## config.mk

```make
export PLATFORM = sky130hd
export DESIGN_NAME = cv32e40x_csr_bank
export DESIGN_NICKNAME = d
export VERILOG_FILES = /design/src/rtl/cv32e40x_pkg.sv /design/src/rtl/cv32e40x_csr_entry.sv /design/src/rtl/cv32e40x_csr_bank.sv
export SDC_FILE = /design/constraint.sdc
export NUM_CORES = 1
export LEC_CHECK = 0
export ABC_CLOCK_PERIOD_IN_PS = 2390
export CORE_MARGIN = 4
export CORE_UTILIZATION = 50
export DETAILED_ROUTE_END_ITERATION = 6
export PLACE_DENSITY = 0.69
export SYNTH_ARGS = -nofsm -noshare
export SYNTH_HDL_FRONTEND = slang
export SYNTH_SLANG_ARGS = --single-unit
```

## constraint.sdc

```tcl
create_clock -name clk -period 2.39 [get_ports clk]
set_input_delay 0.478 -clock clk [delete_from_list [all_inputs] [get_ports clk]]
set_output_delay 0.478 -clock clk [all_outputs]
set_load 0.05 [all_outputs]
```

## src/rtl/cv32e40x_pkg.sv

```systemverilog
// Shared types for the CSR bank: the access operation encoding.
package cv32e40x_pkg;

  typedef enum logic [1:0] {
    CSR_OP_READ  = 2'b00,
    CSR_OP_WRITE = 2'b01,
    CSR_OP_SET   = 2'b10,
    CSR_OP_CLEAR = 2'b11
  } csr_op_e;

endpackage : cv32e40x_pkg

```

## src/rtl/cv32e40x_csr_entry.sv

```systemverilog
// One CSR storage entry with an optional inverted shadow copy and a
// combinational integrity-mismatch flag.
module cv32e40x_csr_entry #(
  parameter int unsigned      WIDTH      = 32,
  parameter int               SHADOWCOPY = 1,
  parameter logic [WIDTH-1:0] RESETVALUE = '0
) (
  input  logic             clk,
  input  logic             rst,
  input  logic             we_i,
  input  logic [WIDTH-1:0] wdata_i,
  output logic [WIDTH-1:0] value_o,
  output logic             mismatch_o
);

  logic [WIDTH-1:0] r_value;
  logic [WIDTH-1:0] r_shadow;

  // The shadow always holds the bitwise complement of the live value.
  function automatic logic f_shadow_mismatch(input logic [WIDTH-1:0] value,
                                             input logic [WIDTH-1:0] shadow);
    return (value != ~shadow);
  endfunction

  // Load reset value / complement on reset, otherwise capture a write.
  always_ff @(posedge clk) begin
    if (rst) begin
      r_value  <= RESETVALUE;
      r_shadow <= ~RESETVALUE;
    end else if (we_i) begin
      r_value  <= wdata_i;
      r_shadow <= ~wdata_i;
    end
  end

  assign value_o    = r_value;
  assign mismatch_o = (SHADOWCOPY != 0) ? f_shadow_mismatch(r_value, r_shadow) : 1'b0;

endmodule : cv32e40x_csr_entry

```

## src/rtl/cv32e40x_csr_bank.sv

```systemverilog
// CSR bank: READ/WRITE/SET/CLEAR access with WARL masking, one-cycle
// response, background shadow scrubber and a sticky integrity alarm.
module cv32e40x_csr_bank
  import cv32e40x_pkg::*;
#(
  parameter int unsigned                     WIDTH       = 32,
  parameter int unsigned                     NUM_REGS    = 4,
  parameter int                              SHADOWCOPY  = 1,
  parameter logic [NUM_REGS*WIDTH-1:0]       RESETVALUES = '0,
  parameter logic [NUM_REGS*WIDTH-1:0]       WARL_MASK   = '1,
  localparam int                             AW          = (NUM_REGS > 1) ? $clog2(NUM_REGS) : 1
) (
  input  logic             clk,
  input  logic             rst,
  input  logic             req_i,
  input  logic [1:0]       op_i,
  input  logic [AW-1:0]    addr_i,
  input  logic [WIDTH-1:0] wdata_i,
  output logic             rvalid_o,
  output logic [WIDTH-1:0] rdata_o,
  output logic             rerr_o,
  output logic             err_o,
  output logic [AW-1:0]    err_idx_o,
  input  logic             err_clr_i
);

  localparam logic [AW:0]   NUM_REGS_W = (AW+1)'(NUM_REGS);
  localparam logic [AW-1:0] LAST_IDX   = AW'(NUM_REGS - 1);

  logic [WIDTH-1:0]    w_values [NUM_REGS];
  logic [WIDTH-1:0]    w_mask   [NUM_REGS];
  logic [NUM_REGS-1:0] w_mismatch;
  logic [NUM_REGS-1:0] w_we;

  csr_op_e          w_op;
  logic             w_addr_ok;
  logic [WIDTH-1:0] w_old;
  logic             w_old_mm;
  logic [WIDTH-1:0] w_mask_sel;
  logic [WIDTH-1:0] w_next;
  logic             w_is_write;
  logic [WIDTH-1:0] w_merged;
  logic             w_read_mm;
  logic             w_scrub_mm;
  logic             w_err_event;
  logic [AW-1:0]    w_err_idx;

  logic             r_rvalid;
  logic [WIDTH-1:0] r_rdata;
  logic             r_rerr;
  logic             r_err;
  logic [AW-1:0]    r_err_idx;
  logic [AW-1:0]    r_scrub_ptr;

  assign w_op = csr_op_e'(op_i);

  for (genvar g = 0; g < NUM_REGS; g++) begin : g_entry
    assign w_mask[g] = WARL_MASK[g*WIDTH +: WIDTH];
    assign w_we[g]   = req_i & ~rst & w_addr_ok & w_is_write & (addr_i == AW'(g));

    cv32e40x_csr_entry #(
      .WIDTH      (WIDTH),
      .SHADOWCOPY (SHADOWCOPY),
      .RESETVALUE (RESETVALUES[g*WIDTH +: WIDTH])
    ) u_entry (
      .clk        (clk),
      .rst        (rst),
      .we_i       (w_we[g]),
      .wdata_i    (w_merged),
      .value_o    (w_values[g]),
      .mismatch_o (w_mismatch[g])
    );
  end

  // Select the addressed entry, its mask and integrity flag; out-of-range reads as zero.
  always_comb begin
    w_addr_ok  = ({1'b0, addr_i} < NUM_REGS_W);
    w_old      = '0;
    w_old_mm   = 1'b0;
    w_mask_sel = '0;
    if (w_addr_ok) begin
      w_old      = w_values[addr_i];
      w_old_mm   = w_mismatch[addr_i];
      w_mask_sel = w_mask[addr_i];
    end else begin
      w_old      = '0;
      w_old_mm   = 1'b0;
      w_mask_sel = '0;
    end
  end

  // Decode the operation into the unmasked next value.
  always_comb begin
    w_next     = w_old;
    w_is_write = 1'b0;
    case (w_op)
      CSR_OP_READ: begin
        w_next     = w_old;
        w_is_write = 1'b0;
      end
      CSR_OP_WRITE: begin
        w_next     = wdata_i;
        w_is_write = 1'b1;
      end
      CSR_OP_SET: begin
        w_next     = w_old | wdata_i;
        w_is_write = 1'b1;
      end
      CSR_OP_CLEAR: begin
        w_next     = w_old & ~wdata_i;
        w_is_write = 1'b1;
      end
      default: begin
        w_next     = w_old;
        w_is_write = 1'b0;
      end
    endcase
  end

  // Non-writable bits keep their current (reset) value.
  assign w_merged = (w_next & w_mask_sel) | (w_old & ~w_mask_sel);

  // Integrity events: a READ hitting a bad entry, or the scrubber in an idle cycle.
  // The two are exclusive because scrubbing only happens when req_i is low.
  assign w_read_mm   = req_i & w_addr_ok & (w_op == CSR_OP_READ) & w_old_mm;
  assign w_scrub_mm  = ~req_i & w_mismatch[r_scrub_ptr];
  assign w_err_event = w_read_mm | w_scrub_mm;
  assign w_err_idx   = req_i ? addr_i : r_scrub_ptr;

  // One-cycle registered response carrying the pre-update value.
  always_ff @(posedge clk) begin
    if (rst) begin
      r_rvalid <= 1'b0;
      r_rdata  <= '0;
      r_rerr   <= 1'b0;
    end else begin
      r_rvalid <= req_i;
      r_rdata  <= req_i ? w_old : '0;
      r_rerr   <= req_i & (~w_addr_ok | w_read_mm);
    end
  end

  // Scrub pointer advances only in idle cycles, wrapping at the last entry.
  always_ff @(posedge clk) begin
    if (rst) begin
      r_scrub_ptr <= '0;
    end else if (!req_i) begin
      r_scrub_ptr <= (r_scrub_ptr == LAST_IDX) ? {AW{1'b0}} : r_scrub_ptr + AW'(1);
    end
  end

  // Sticky alarm keeps the first failing index; a new event beats a same-cycle clear.
  always_ff @(posedge clk) begin
    if (rst) begin
      r_err     <= 1'b0;
      r_err_idx <= '0;
    end else if (w_err_event && (!r_err || err_clr_i)) begin
      r_err     <= 1'b1;
      r_err_idx <= w_err_idx;
    end else if (err_clr_i) begin
      r_err     <= 1'b0;
      r_err_idx <= '0;
    end
  end

  assign rvalid_o  = r_rvalid;
  assign rdata_o   = r_rdata;
  assign rerr_o    = r_rerr;
  assign err_o     = r_err;
  assign err_idx_o = r_err_idx;

endmodule : cv32e40x_csr_bank

```

==> results_dict.tcl, run 1 <==
set metrics [dict create \
    h-tree-depth 1 \
    cts_tree "yes" \
    final_util_pct 62.13 \
    boundaryPins 77 \
    ys.flop_type "dfxtp_1" \
    finalCritPeriodShare_pct 93.96 \
    syn_nets 1354 \
    setup_viol_count_final 0 \
    core-area_sq_mm 0.02439 \
    grt_max_degree 136 \
    io_buffers 76 \
    wl_per_cell_microns 19.95 \
    dieHeight_microns 165.9 \
    swShare_pct 24.34 \
    grt_usage_pct 24.56 \
    synthesis.area_sq_mm 0.01247 \
    p_int_w 0.008886 \
    root_buffer "clkbuf_16" \
    cp.required_ns 2.79 \
    finalSetupTns_ns 0 \
    min_period_ns 2.246 \
    dieArea_sq_mm 0.02753 \
    ys_ff_latch 295 \
    timing.hold.ws_ns 0.4514 \
    synth_cell_type_count 40 \
    ys_warn_count 0 \
    syn2layout_area_growth_pct 21.55 \
    clkTransAtPathRegs_ns 0.06 \
    placed_area_sq_mm 0.01403 \
    startpoint_type "register" \
    place_congestion 0.8678 \
    dr_total_vias 9917 \
    viasPerCell 5.628 \
    ys_seq_area_share_pct 47.37 \
    drtAntennaViolNets 0 \
    peakVddDrop_v 0.0005497 \
    hold_viol 0 \
    post-route-drc-count 0 \
    fin_area_sq_mm 0.01515 \
    antenna_found_initial 0 \
    crit_type "reg -> reg" \
    wirelength_microns 35140 \
    status "finished, final reports clean" \
    crit_start "g_entry[0].u_entry.value_o[25]$_SDFFE_PP0P_" \
    leakage_nw 6.290 \
    ys_top_cells_by_area "dfxtp_1, xnor2_1, nand2_1" \
    holdCritStartpoint "g_entry[2].u_entry.r_shadow[8]$_SDFFE_PP1P_" \
    p_per_area_mw_per_mm2 775.0 \
    switchingPower_w 0.002859 \
    rr_startpoint "g_entry[0].u_entry.value_o[25]$_SDFFE_PP0P_" \
    rsz0062_at_grt "no" \
    synth_enable_flop_cells 0 \
    cts_made_buffers 31 \
    holdPathStages 2 \
    seqPwrFrac_pct 44.1 \
    numClockSinks 295 \
    finalMaxSlewViolations 0 \
    worst_pin_slew_ns 0.6798 \
    relSlewSlack_pct 54.68 \
    pwr-share-comb_pct 11.6 \
    yosys.area.top_type "dfxtp_1" \
    cap_violations 0 \
    drive_gt1_share_pct 16.55 \
    drt_iter0_drc 631 \
    async_flop_share_pct 0 \
    dpl.hpwl_microns 23730 \
    drt-pass1-iter-count 5 \
    critical_path_arrival_ns 2.64 \
    synth.avg_cell_area_sq_um 9.496 \
    fin_worst_skew_ns 0.01391 \
    cp-end-kind "register" \
    crit_path_max_fanout 3 \
    synth_cells 1313 \
    synth.top_cell.area_share_pct 47.37 \
    grt_overflow 0 \
    fmax_mhz 445.3 \
    cts.path.max_buffers 3 \
    die_width_microns 165.9 \
    hold_class "reg -> reg" \
    initial_core_util_pct 51.12 \
    clk_latency_ns 0.56 \
    r2r.worst_path.cells 9 \
    cts_setup_buffers 0 \
    p_clk_share_pct 44.3 \
    grt_pass1_wl_microns 54300 \
    antenna_cells 0 \
    layout.nets 1457 \
    rows 57 \
    grt_pass1_vias 9700 \
    ctsHoldBuffers 0 \
]
[critical path, stage by stage (launching register included)]
cell	delay, ns
dfxtp_1	0.32
xnor2_1	0.19
nor4_1	0.31
buf_4	0.16
nand4_1	0.12
buf_4	0.19
nor4_1	0.28
a311oi_2	0.14
a22oi_2	0.28
a21oi_1	0.10
[synth_stat cells (29+ instances only)]
library cell / number
a21oi_1: 159
nand2_1: 263
dfxtp_1: 295
xnor2_1: 128
o21ai_2: 29
nor4_1: 37
and2_1: 34
o21a_1: 128
clkbuf_1: 48
mux2_2: 34
nor2_1: 49
mux4_2: 32
[power groups by stage]
stage	combinational [W]	clock, W	sequential, W
final	0.00136	0.00520	0.00518
after global routing	0.00147	0.00547	0.00519
after CTS	0.00135	0.00524	0.00518
after detailed placement	0.00134	0	0.00528
after global placement	0.00132	0	0.00528
after floorplan	0.000795	0	0.00530
[flip-flops by register name, indices dropped and copies added, names as in the netlist]
register	count
rerr_o	1
err_o	1
err_idx_o	2
rdata_o	32
r_scrub_ptr	2
rvalid_o	1
g_entry.u_entry.r_shadow	128
g_entry.u_entry.value_o	128
[kinds of logic after synthesis]
kind of cell	Yosys count	synth area share (%)
DFF	295	47.37
buffers and inverters	81	2.970
xor gates and xnor gates	128	8.992
muxes	67	8.931
adders and majority gates	1	0.1003
and+or+nand+nor	409	14.45
AOI/OAI and AO/OA	332	17.19
[layer usage]
layer,part of all wire [%],vias to the layer above,GRT usage (%)
met5,0,-,0
met4,2.8,0,7.532
met3,6.7,65,4.761
met2,48,294,41.30
met1,43,4820,32.22
li1,-,4738,-
[stage by stage]
stage	power (W)	instances	worst slack, ns
finish	0.01175	1762	0.1445
global route	0.01213	1762	0.002729
CTS	0.01177	1762	0.1089
detailed placement	0.006620	1707	-0.01158
global placement	0.006596	1707	-0.006058
floorplan	0.006095	1313	0.3466
[placed cells by master, fill, tap and decap left out, types with 31 or more instances in the layout]
cell,instances
mux2_2,34
xnor2_1,128
dfxtp_1,295
a21oi_1,159
clkbuf_16,31
buf_4,56
and2_1,33
o21a_1,128
nor2_1,49
nor4_1,37
nand2_1,263
clkdlybuf4s50_1,71
mux4_2,32
[worst paths after layout]
path,end,slack (ns)
hold reg to reg,g_entry[2].u_entry.r_shadow[8]$_SDFFE_PP1P_,0.45
setup reg to reg,err_o$_SDFFE_PP0P_,0.14
hold / removal,g_entry[2].u_entry.r_shadow[8]$_SDFFE_PP1P_,0.45
setup / recovery,err_o$_SDFFE_PP0P_,0.14
[layout make-up]
class	count	area [sq um]
clock inverters	13	222.7
multi-input cells	937	6215
clock buffers	42	887.1
repair buffers	149	1511
fillers	2032	9236
flip-flops and latches	295	5906
well taps	324	405.4
inverters	2	7.507
[repair_timing]
action | in CTS | in global routing
setup endpoints to repair | 0 | 3
resized for setup | 0 | 3
hold endpoints to repair | 0 | 0
Note: power is estimated with default switching activity, not from simulation.
==> run 2, diff against run 1 <==
Settings changed: CTS_CLUSTER_DIAMETER set to 120.
==> results of run 2 <==
No change in the layout: final DEF, timing and power equal those of run 1.
